$ cat config.mk
export PLATFORM = sky130hd
export DESIGN_NAME = ctrl_pipeline_seq
export DESIGN_NICKNAME = d
export VERILOG_FILES = /design/src/rtl/ctrl_pipeline_seq.sv
export SDC_FILE = /design/constraint.sdc
export NUM_CORES = 1
export LEC_CHECK = 0
export ABC_CLOCK_PERIOD_IN_PS = 4500
export CAP_MARGIN = 10
export CORE_ASPECT_RATIO = 1.2
export CORE_MARGIN = 1.5
export CORE_UTILIZATION = 50
export CTS_CLUSTER_DIAMETER = 200
export DETAILED_ROUTE_END_ITERATION = 8
export PLACE_DENSITY = 0.84
export SETUP_SLACK_MARGIN = 0.1
export SLEW_MARGIN = 20
export SYNTH_ARGS = -nofsm -noshare
export SYNTH_HDL_FRONTEND = slang
export SYNTH_SLANG_ARGS = --single-unit
$ cat constraint.sdc
create_clock -name CLK -period 4.5 [get_ports CLK]
set_clock_uncertainty 0.2 [all_clocks]
set_input_delay 0.9 -clock CLK [delete_from_list [all_inputs] [get_ports CLK]]
set_output_delay 0.9 -clock CLK [all_outputs]
set_load 0.02 [all_outputs]
$ cat src/rtl/ctrl_pipeline_seq.sv
// Instruction-dispatch pipeline sequencer: STAGES-deep opcode shift pipe with fetch handshake, stall, flush, halt-drain FSM and retired counter.
// Latency: opcode accepted at edge k appears in stage i after edge k+i; each stalled cycle adds one.
// Backpressure: INSTR_READY drops combinationally on STALL, FLUSH, reset, or outside RUN (draining a HALT or halted).
//
// Ports:
//   CLK, RST_bar             clock, synchronous active-low reset
//   INSTR_IN/_VALID/_READY   fetch handshake from the memory data bus; PC_INC = accepted
//   STALL, FLUSH             hold all stages / squash all stages (FLUSH wins)
//   STAGE_INSTR/_VALID       per-stage opcode and valid, stage i at [i*INSTR_WIDTH +: INSTR_WIDTH]
//   HALT, RETIRED_COUNT      halted flag, saturating count of retired valid instructions
module ctrl_pipeline_seq #(
    parameter int                     STAGES      = 2,
    parameter int                     INSTR_WIDTH = 8,
    parameter logic [INSTR_WIDTH-1:0] NOP_OPCODE  = '0,
    parameter logic [INSTR_WIDTH-1:0] HALT_OPCODE = 8'hFF,
    parameter int                     COUNT_WIDTH = 16
) (
    input  logic                          CLK,
    input  logic                          RST_bar,
    input  logic [INSTR_WIDTH-1:0]        INSTR_IN,
    input  logic                          INSTR_VALID,
    output logic                          INSTR_READY,
    input  logic                          STALL,
    input  logic                          FLUSH,
    output logic                          PC_INC,
    output logic [STAGES*INSTR_WIDTH-1:0] STAGE_INSTR,
    output logic [STAGES-1:0]             STAGE_VALID,
    output logic                          HALT,
    output logic [COUNT_WIDTH-1:0]        RETIRED_COUNT
);

    typedef enum logic [1:0] {
        ST_RUN    = 2'd0,
        ST_DRAIN  = 2'd1,
        ST_HALTED = 2'd2
    } state_t;

    state_t                 state;
    state_t                 state_nxt;
    logic [INSTR_WIDTH-1:0] op_q [STAGES];
    logic [STAGES-1:0]      vld_q;
    logic [COUNT_WIDTH-1:0] count_q;

    logic accept;
    logic advance;
    logic retire;
    logic last_is_halt;

    assign INSTR_READY  = (state == ST_RUN) & ~STALL & ~FLUSH & RST_bar;
    assign accept       = INSTR_VALID & INSTR_READY;
    assign PC_INC       = accept;
    assign advance      = (state != ST_HALTED) & ~STALL & ~FLUSH;
    // A flush still lets the last stage retire; a stall does not.
    assign retire       = vld_q[STAGES-1] & (advance | FLUSH) & (state != ST_HALTED);
    assign last_is_halt = (op_q[STAGES-1] == HALT_OPCODE);

    always_comb begin
        state_nxt = state;
        case (state)
            ST_RUN, ST_DRAIN: begin
                // Retiring HALT wins; a flush in DRAIN has squashed the HALT so fetching resumes.
                if (retire && last_is_halt) begin
                    state_nxt = ST_HALTED;
                end else if (FLUSH) begin
                    state_nxt = ST_RUN;
                end else if (accept && (INSTR_IN == HALT_OPCODE)) begin
                    state_nxt = ST_DRAIN;
                end
            end
            ST_HALTED: state_nxt = ST_HALTED;
            default:   state_nxt = ST_RUN;
        endcase
    end

    always_ff @(posedge CLK) begin
        if (!RST_bar) begin
            state   <= ST_RUN;
            vld_q   <= '0;
            count_q <= '0;
            for (int i = 0; i < STAGES; i++) begin
                op_q[i] <= NOP_OPCODE;
            end
        end else begin
            state <= state_nxt;
            if ((state != ST_HALTED) && FLUSH) begin
                vld_q <= '0;
                for (int i = 0; i < STAGES; i++) begin
                    op_q[i] <= NOP_OPCODE;
                end
            end else if (advance) begin
                for (int i = STAGES - 1; i > 0; i--) begin
                    op_q[i]  <= op_q[i-1];
                    vld_q[i] <= vld_q[i-1];
                end
                op_q[0]  <= accept ? INSTR_IN : NOP_OPCODE;
                vld_q[0] <= accept;
            end
            // Saturate rather than wrap.
            if (retire && (count_q != {COUNT_WIDTH{1'b1}})) begin
                count_q <= count_q + 1'b1;
            end
        end
    end

    for (genvar g = 0; g < STAGES; g++) begin : g_stage_out
        assign STAGE_INSTR[g*INSTR_WIDTH +: INSTR_WIDTH] = op_q[g];
    end

    assign STAGE_VALID   = vld_q;
    assign HALT          = (state == ST_HALTED);
    assign RETIRED_COUNT = count_q;

endmodule
==> flow_metrics.py, run 1 <==
metrics = {
    "sta": {
        "rsz0062_at_grt": "no",
        "maxSlewViolCount": 0,
        "slew-limit-headroom": 0.5436,
        "holdWs_ps": 299.5,
        "setup_viol": 0,
        "setup_ws_ps": 415.9,
        "worst_slew_pin_slew_ps": 683.0,
        "hold_viol": 0,
        "period_share": 0.9076,
        "max_freq_mhz": 244.9,
        "fin_tns_setup_ps": 0,
        "period_needed_ps": 4084,
    },
    "logic_synthesis": {
        "ys.flop_type": "dfxtp_1",
        "synth_edf_count": 16,
        "synth.cell_area_sq_mm": 0.001715,
        "syn_inst": 168,
        "synth_commonest_cells": "dfxtp_1, and2_1, edfxtp_1",
        "yosys_warnings": 0,
        "avgSynthCellArea_sq_um": 10.21,
        "ys_ff_latch": 36,
        "yosysTopAreaCellShare": 0.2801,
        "async_reset_ff_frac": 0,
        "seq_area_frac_synth": 0.5135,
        "synth.distinct_cells": 39,
        "synth_area_leaders": "edfxtp_1, dfxtp_1, and2_1",
        "syn_nets": 182,
        "yosys.area.top_type": "edfxtp_1",
        "synth.most_common_cell": "dfxtp_1",
    },
    "detailed_routing": {
        "drt_first_pass_iters": 4,
        "via_per_inst": 5.896,
        "drt_iter0_markers": 55,
        "drc": 0,
        "routedWlPerCell_um": 16.27,
        "ant_nets": 0,
        "wirelength_um": 4214,
        "num_vias": 1527,
    },
    "floorplan": {
        "rows": 23,
        "die-height_um": 67.17,
        "start_util": 0.5183,
        "die_area_sq_mm": 0.003793,
        "ios": 50,
        "die_x_um": 56.47,
        "coreArea_sq_mm": 0.003309,
    },
    "clocking": {
        "numCtsBuffers": 5,
        "cts_setup_buffers": 0,
        "clock_latency_ps": 290,
        "hold_buffers": 0,
        "htreeDepth": 2,
        "cts_tree": "built",
        "cts_max_path_buffers": 2,
        "clkSlewWorstSetupHoldPaths_ps": 70,
        "clock-sinks": 36,
        "cts-root-buf": "clkbuf_8",
        "post_cts_resized": 0,
    },
    "place": {
        "gp_congestion": 0.8253,
        "port_buffers": 49,
        "preCtsSetupSlack_ps": 399.0,
        "dp_hpwl_um": 3138,
    },
    "pwr": {
        "switchingPower_mw": 0.1419,
        "peakVddDrop_uv": 252.7,
        "p_clk_frac": 0.352,
        "combPwrFrac": 0.084,
        "leakage_nw": 0.7883,
        "p_seq_frac": 0.564,
        "p_int_mw": 0.4812,
        "switching_share": 0.2278,
        "power.density_mw_per_mm2": 269.9,
    },
    "grt": {
        "grt_overflow": 0,
        "first_global_vias": 1492,
        "antenna_found_initial": 0,
        "grt_max_degree": 19,
        "grt_first_pass_wirelength_um": 6810,
        "grt.total_usage": 0.2363,
    },
    "hold_path": {
        "worstHoldEndpoint": "RETIRED_COUNT[1]",
        "hold_path_depth": 2,
        "hp-class": "flop to flop",
        "hold_start": "RETIRED_COUNT[1]",
    },
    "setup_path": {
        "r2r_end": "RETIRED_COUNT[6]",
        "path_class": "primary input to primary output",
        "cp_top_family": "buffers and inverters",
        "slowest_stage": "clkdlybuf4s50_1",
        "path_cells": "clkdlybuf4s50_1 > or3b_1 > nor4b_1 > clkdlybuf4s50_1",
        "path_common_cell": "clkdlybuf4s50_1",
        "cpPeakStageDelay_ps": 690,
        "crit_arrival_ps": 2980,
        "worst_setup_path_end_kind": "primary output",
        "reg2reg_from": "RETIRED_COUNT[0]",
        "critPathLaunchType": "primary input",
        "cp_max_fo": 3,
        "timing.critical_path.buf_inv": 2,
        "rr_worst_depth": 5,
        "r2r_setup_slack_ps": 2170,
        "worstPathRequired_ps": 3400,
        "critPathLaunch": "RST_bar",
    },
    "cells_and_area": {
        "fin_util": 0.6975,
        "syn2layout_area_growth_pct": 34.57,
        "drive_gt1_frac": 0.06306,
        "num_antenna_cells": 0,
        "nNetsFinal": 235,
    },
    "status": {
        "status": "complete, no violations",
    },
    "run": {
        "maxCapViolCount": 0,
    },
}
-- tightest hold or removal path, delay by kind of cell (launching register included) --
family           cells  cell delay, ps
DFF                  1             340
and+or+nand+nor      1              60
muxes                1              60
-- state kept, by name (all words and copies together), names as in the netlist --
register,cells
op_q,16
STAGE_VALID,2
state,2
RETIRED_COUNT,16
-- metal layers --
| layer | routed length (um) | global-route usage |
|---|---|---|
| met1 | 1655 | 0.2509 |
| met4 | 55 | 0.08631 |
| met3 | 278 | 0.07854 |
| met2 | 2225 | 0.4360 |
| met5 | 0 | 0 |
-- per-stage QoR --
| step | cell area, sq um | instances | power (mW) |
|---|---|---|---|
| floorplan | 1715 | 168 | 0.3793 |
| CTS | 2308 | 259 | 0.6249 |
| detailed placement | 2228 | 251 | 0.4106 |
| finish | 2308 | 259 | 0.6231 |
| global placement | 2228 | 251 | 0.4082 |
| global route | 2308 | 259 | 0.6440 |
-- power by group through the flow --
stage                     registers (mW)  clock network [mW]  logic (mW)
after global routing               0.352               0.237      0.0549
after CTS                          0.351               0.221      0.0522
final                              0.351               0.220      0.0523
after detailed placement           0.359                   0      0.0521
after global placement             0.358                   0      0.0504
after floorplan                    0.367                   0      0.0124
-- worst max-delay path by stage --
stage / end / slack [ps] / cells after the start
after global placement: PC_INC / 540 / 4
after CTS: PC_INC / 380 / 4
final: PC_INC / 420 / 4
after global routing: PC_INC / 350 / 4
after detailed placement: PC_INC / 400 / 4
after floorplan: PC_INC / 1310 / 4
-- area by class of cell --
class | instances | area, sq um
Clock buffer | 7 | 76.32
Clock inverter | 1 | 3.754
Fill cell | 256 | 1001
Inverter | 10 | 37.54
Multi-Input combinational cell | 116 | 750.7
Sequential cell | 36 | 880.8
Tap cell | 37 | 46.29
Timing Repair Buffer | 52 | 513.0
-- placed cells by master (no fill, tap or decap), drive strengths merged, types with 2 or more instances in the layout --
cell,count
or4,5
clkbuf,7
mux2i,5
nor2,5
clkinv,2
o21ai,5
nand3,6
or3,3
o31ai,6
clkdlybuf4s50,49
nand2b,6
and3,2
nand2,12
nand4,10
buf,3
a21oi,11
edfxtp,16
and2,16
nor3,4
inv,9
nor4,2
dfxtp,20
a211oi,6
-- cell families after synthesis --
logic type / share of synthesized area
muxes: 0.02918
adders and majority gates: 0.007293
DFF: 0.5135
buffers and inverters: 0.04886
AOI/OAI and AO/OA: 0.1437
and+or+nand+nor: 0.2575
No activity file was read; power rests on OpenSTA's default activity.
==> run 2: changes to the inputs <==
--- a/config.mk
+++ b/config.mk
@@ -11,7 +11,9 @@
 export CORE_MARGIN = 1.5
 export CORE_UTILIZATION = 50
 export CTS_CLUSTER_DIAMETER = 200
+export CTS_CLUSTER_SIZE = 8
 export DETAILED_ROUTE_END_ITERATION = 8
+export MAX_ROUTING_LAYER = met4
 export PLACE_DENSITY = 0.84
 export SETUP_SLACK_MARGIN = 0.1
 export SLEW_MARGIN = 20
==> constraint.sdc (replaced) <==
create_clock -name CLK -period 4.5 [get_ports CLK]
set_clock_uncertainty 0.2 [all_clocks]
set_input_delay 0.9 -clock CLK [delete_from_list [all_inputs] [get_ports CLK]]
set_output_delay 0.9 -clock CLK [all_outputs]
set_load 0.05 [all_outputs]
==> run 2 against run 1 <==
  * Register-to-register slack hardly changed
  * Cell count stayed put
  * Die area stayed put
  * Utilization is 0.83 points higher
  * Global-route usage is 0.32 points higher
  * Non-clock buffer count stayed put
  * Power is 8.4% higher
  * Highest routed layer unchanged
  * Routed wire length is 0.21% lower
  * Clock power is 16% higher
  * Maximum frequency is 5.7% higher
  * Largest power group unchanged
  * Critical path depth is 1 higher
  * Sequential power hardly changed
==> flow_metrics.py, run 2 (synthesized netlist as in run 1, its figures left out) <==
metrics = {
    "floorplan": {
        "die_area_sq_mm": 0.003793,
        "start_util": 0.5183,
        "ios": 50,
        "die-height_um": 67.17,
        "rows": 23,
        "coreArea_sq_mm": 0.003309,
        "die_x_um": 56.47,
    },
    "detailed_routing": {
        "num_vias": 1531,
        "routedWlPerCell_um": 16.24,
        "drt_first_pass_iters": 4,
        "ant_nets": 0,
        "drc": 0,
        "drt_iter0_markers": 55,
        "wirelength_um": 4205,
        "via_per_inst": 5.911,
    },
    "sta": {
        "worst_slew_pin_slew_ps": 632.7,
        "fin_tns_setup_ps": 0,
        "hold_viol": 0,
        "slew-limit-headroom": 0.5772,
        "rsz0062_at_grt": "no",
        "period_share": 0.8584,
        "setup_viol": 0,
        "period_needed_ps": 3863,
        "max_freq_mhz": 258.9,
        "maxSlewViolCount": 0,
    },
    "pwr": {
        "power.density_mw_per_mm2": 289.1,
        "leakage_nw": 0.8066,
        "peakVddDrop_uv": 248.4,
        "fin_total_pwr_mw": 0.6752,
    },
    "grt": {
        "antenna_found_initial": 0,
        "grt_overflow": 0,
        "grt.total_usage": 0.2395,
        "first_global_vias": 1422,
        "grt_first_pass_wirelength_um": 6568,
        "grt_max_degree": 19,
    },
    "clocking": {
        "hold_buffers": 0,
        "cts_setup_buffers": 0,
        "cts-root-buf": "clkbuf_8",
        "cts_max_path_buffers": 2,
        "post_cts_resized": 0,
        "htreeDepth": 2,
        "numCtsBuffers": 5,
        "cts_tree": "built",
        "clkSlewWorstSetupHoldPaths_ps": 70,
        "clock-sinks": 36,
        "clock_latency_ps": 290,
    },
    "setup_path": {
        "worst_setup_path_end_kind": "primary output",
        "critPathLaunchType": "primary input",
        "worstPathRequired_ps": 3400,
        "crit_arrival_ps": 2760,
        "cp_max_fo": 10,
        "path_class": "primary input to primary output",
    },
    "run": {
        "maxCapViolCount": 0,
    },
    "place": {
        "dp_hpwl_um": 3094,
        "gp_congestion": 0.8167,
        "port_buffers": 49,
        "dp.cells": 251,
    },
    "cells_and_area": {
        "final_cells": 259,
        "nNetsFinal": 235,
        "final_cell_mix": "clkdlybuf4s50_1, dfxtp_1, and2_1, edfxtp_1, nand2_1",
        "drive_gt1_frac": 0.08108,
        "syn2layout_area_growth_pct": 36.18,
        "num_antenna_cells": 0,
        "final_common_cell": "clkdlybuf4s50_1",
    },
    "status": {
        "status": "complete, no violations",
    },
    "hold_path": {
        "hp-class": "flop to flop",
    },
}
-- run 2: cell type report --
type / count / area [sq um]
clock buffers: 8 / 100.1
fillers: 252 / 973.4
inverters: 10 / 37.54
multi-input cells: 116 / 750.7
flip-flops and latches: 36 / 880.8
well taps: 37 / 46.29
repair buffers: 52 / 520.5
-- run 2: path summary, 6_finish.rpt --
kind / startpoint / end / slack (ps) / depth (start not counted)
min reg2reg: RETIRED_COUNT[7] / RETIRED_COUNT[7] / 320 / 2
max: RST_bar / PC_INC / 640 / 5
min: RETIRED_COUNT[7] / RETIRED_COUNT[7] / 320 / 2
max reg2reg: RETIRED_COUNT[0] / RETIRED_COUNT[14] / 2180 / 5
-- run 2: metrics by stage --
stage | utilization | setup WS, ps | hold slack (ps) | area (sq um)
floorplan | - | 934.2 | 311.7 | 1715
CTS | 0.7059 | 652.5 | 316.7 | 2336
global placement | 0.6756 | 745.4 | 278.9 | 2236
global route | 0.7059 | 588.1 | 326.8 | 2336
detailed placement | 0.6756 | 672.8 | 307.3 | 2236
finish | 0.7059 | 637.3 | 316.5 | 2336
-- run 2: report_power, final --
group,switching (mW),internal (mW),total (mW)
Combinational,0.0434,0.0261,0.0695
Sequential,0.00365,0.347,0.351
Clock,0.115,0.140,0.255
Total,0.162,0.513,0.675
-- run 2: critical path, cell delays in order --
cell             delay (ps)
clkdlybuf4s50_1         520
or3b_1                  410
nor4b_1                 520
buf_4                   270
buf_12                  140
-- run 2: per-layer routing --
metal,vias to the layer above,wire length [um],track usage,part of all wire
li1,733,-,-,-
met1,734,1660,0.2669,0.39
met2,57,2226,0.4055,0.53
met3,7,251,0.06130,0.060
met4,0,67,0.1101,0.016
met5,-,0,-,0
==> run 3: changes to the inputs <==
--- a/config.mk
+++ b/config.mk
@@ -15,7 +15,7 @@
 export DETAILED_ROUTE_END_ITERATION = 8
 export MAX_ROUTING_LAYER = met4
 export PLACE_DENSITY = 0.84
-export SETUP_SLACK_MARGIN = 0.1
+export SETUP_SLACK_MARGIN = 0.3
 export SLEW_MARGIN = 20
 export SYNTH_ARGS = -nofsm -noshare
 export SYNTH_HDL_FRONTEND = slang
==> results of run 3 <==
The final DEF is identical to that of run 2; final timing and power are the same.
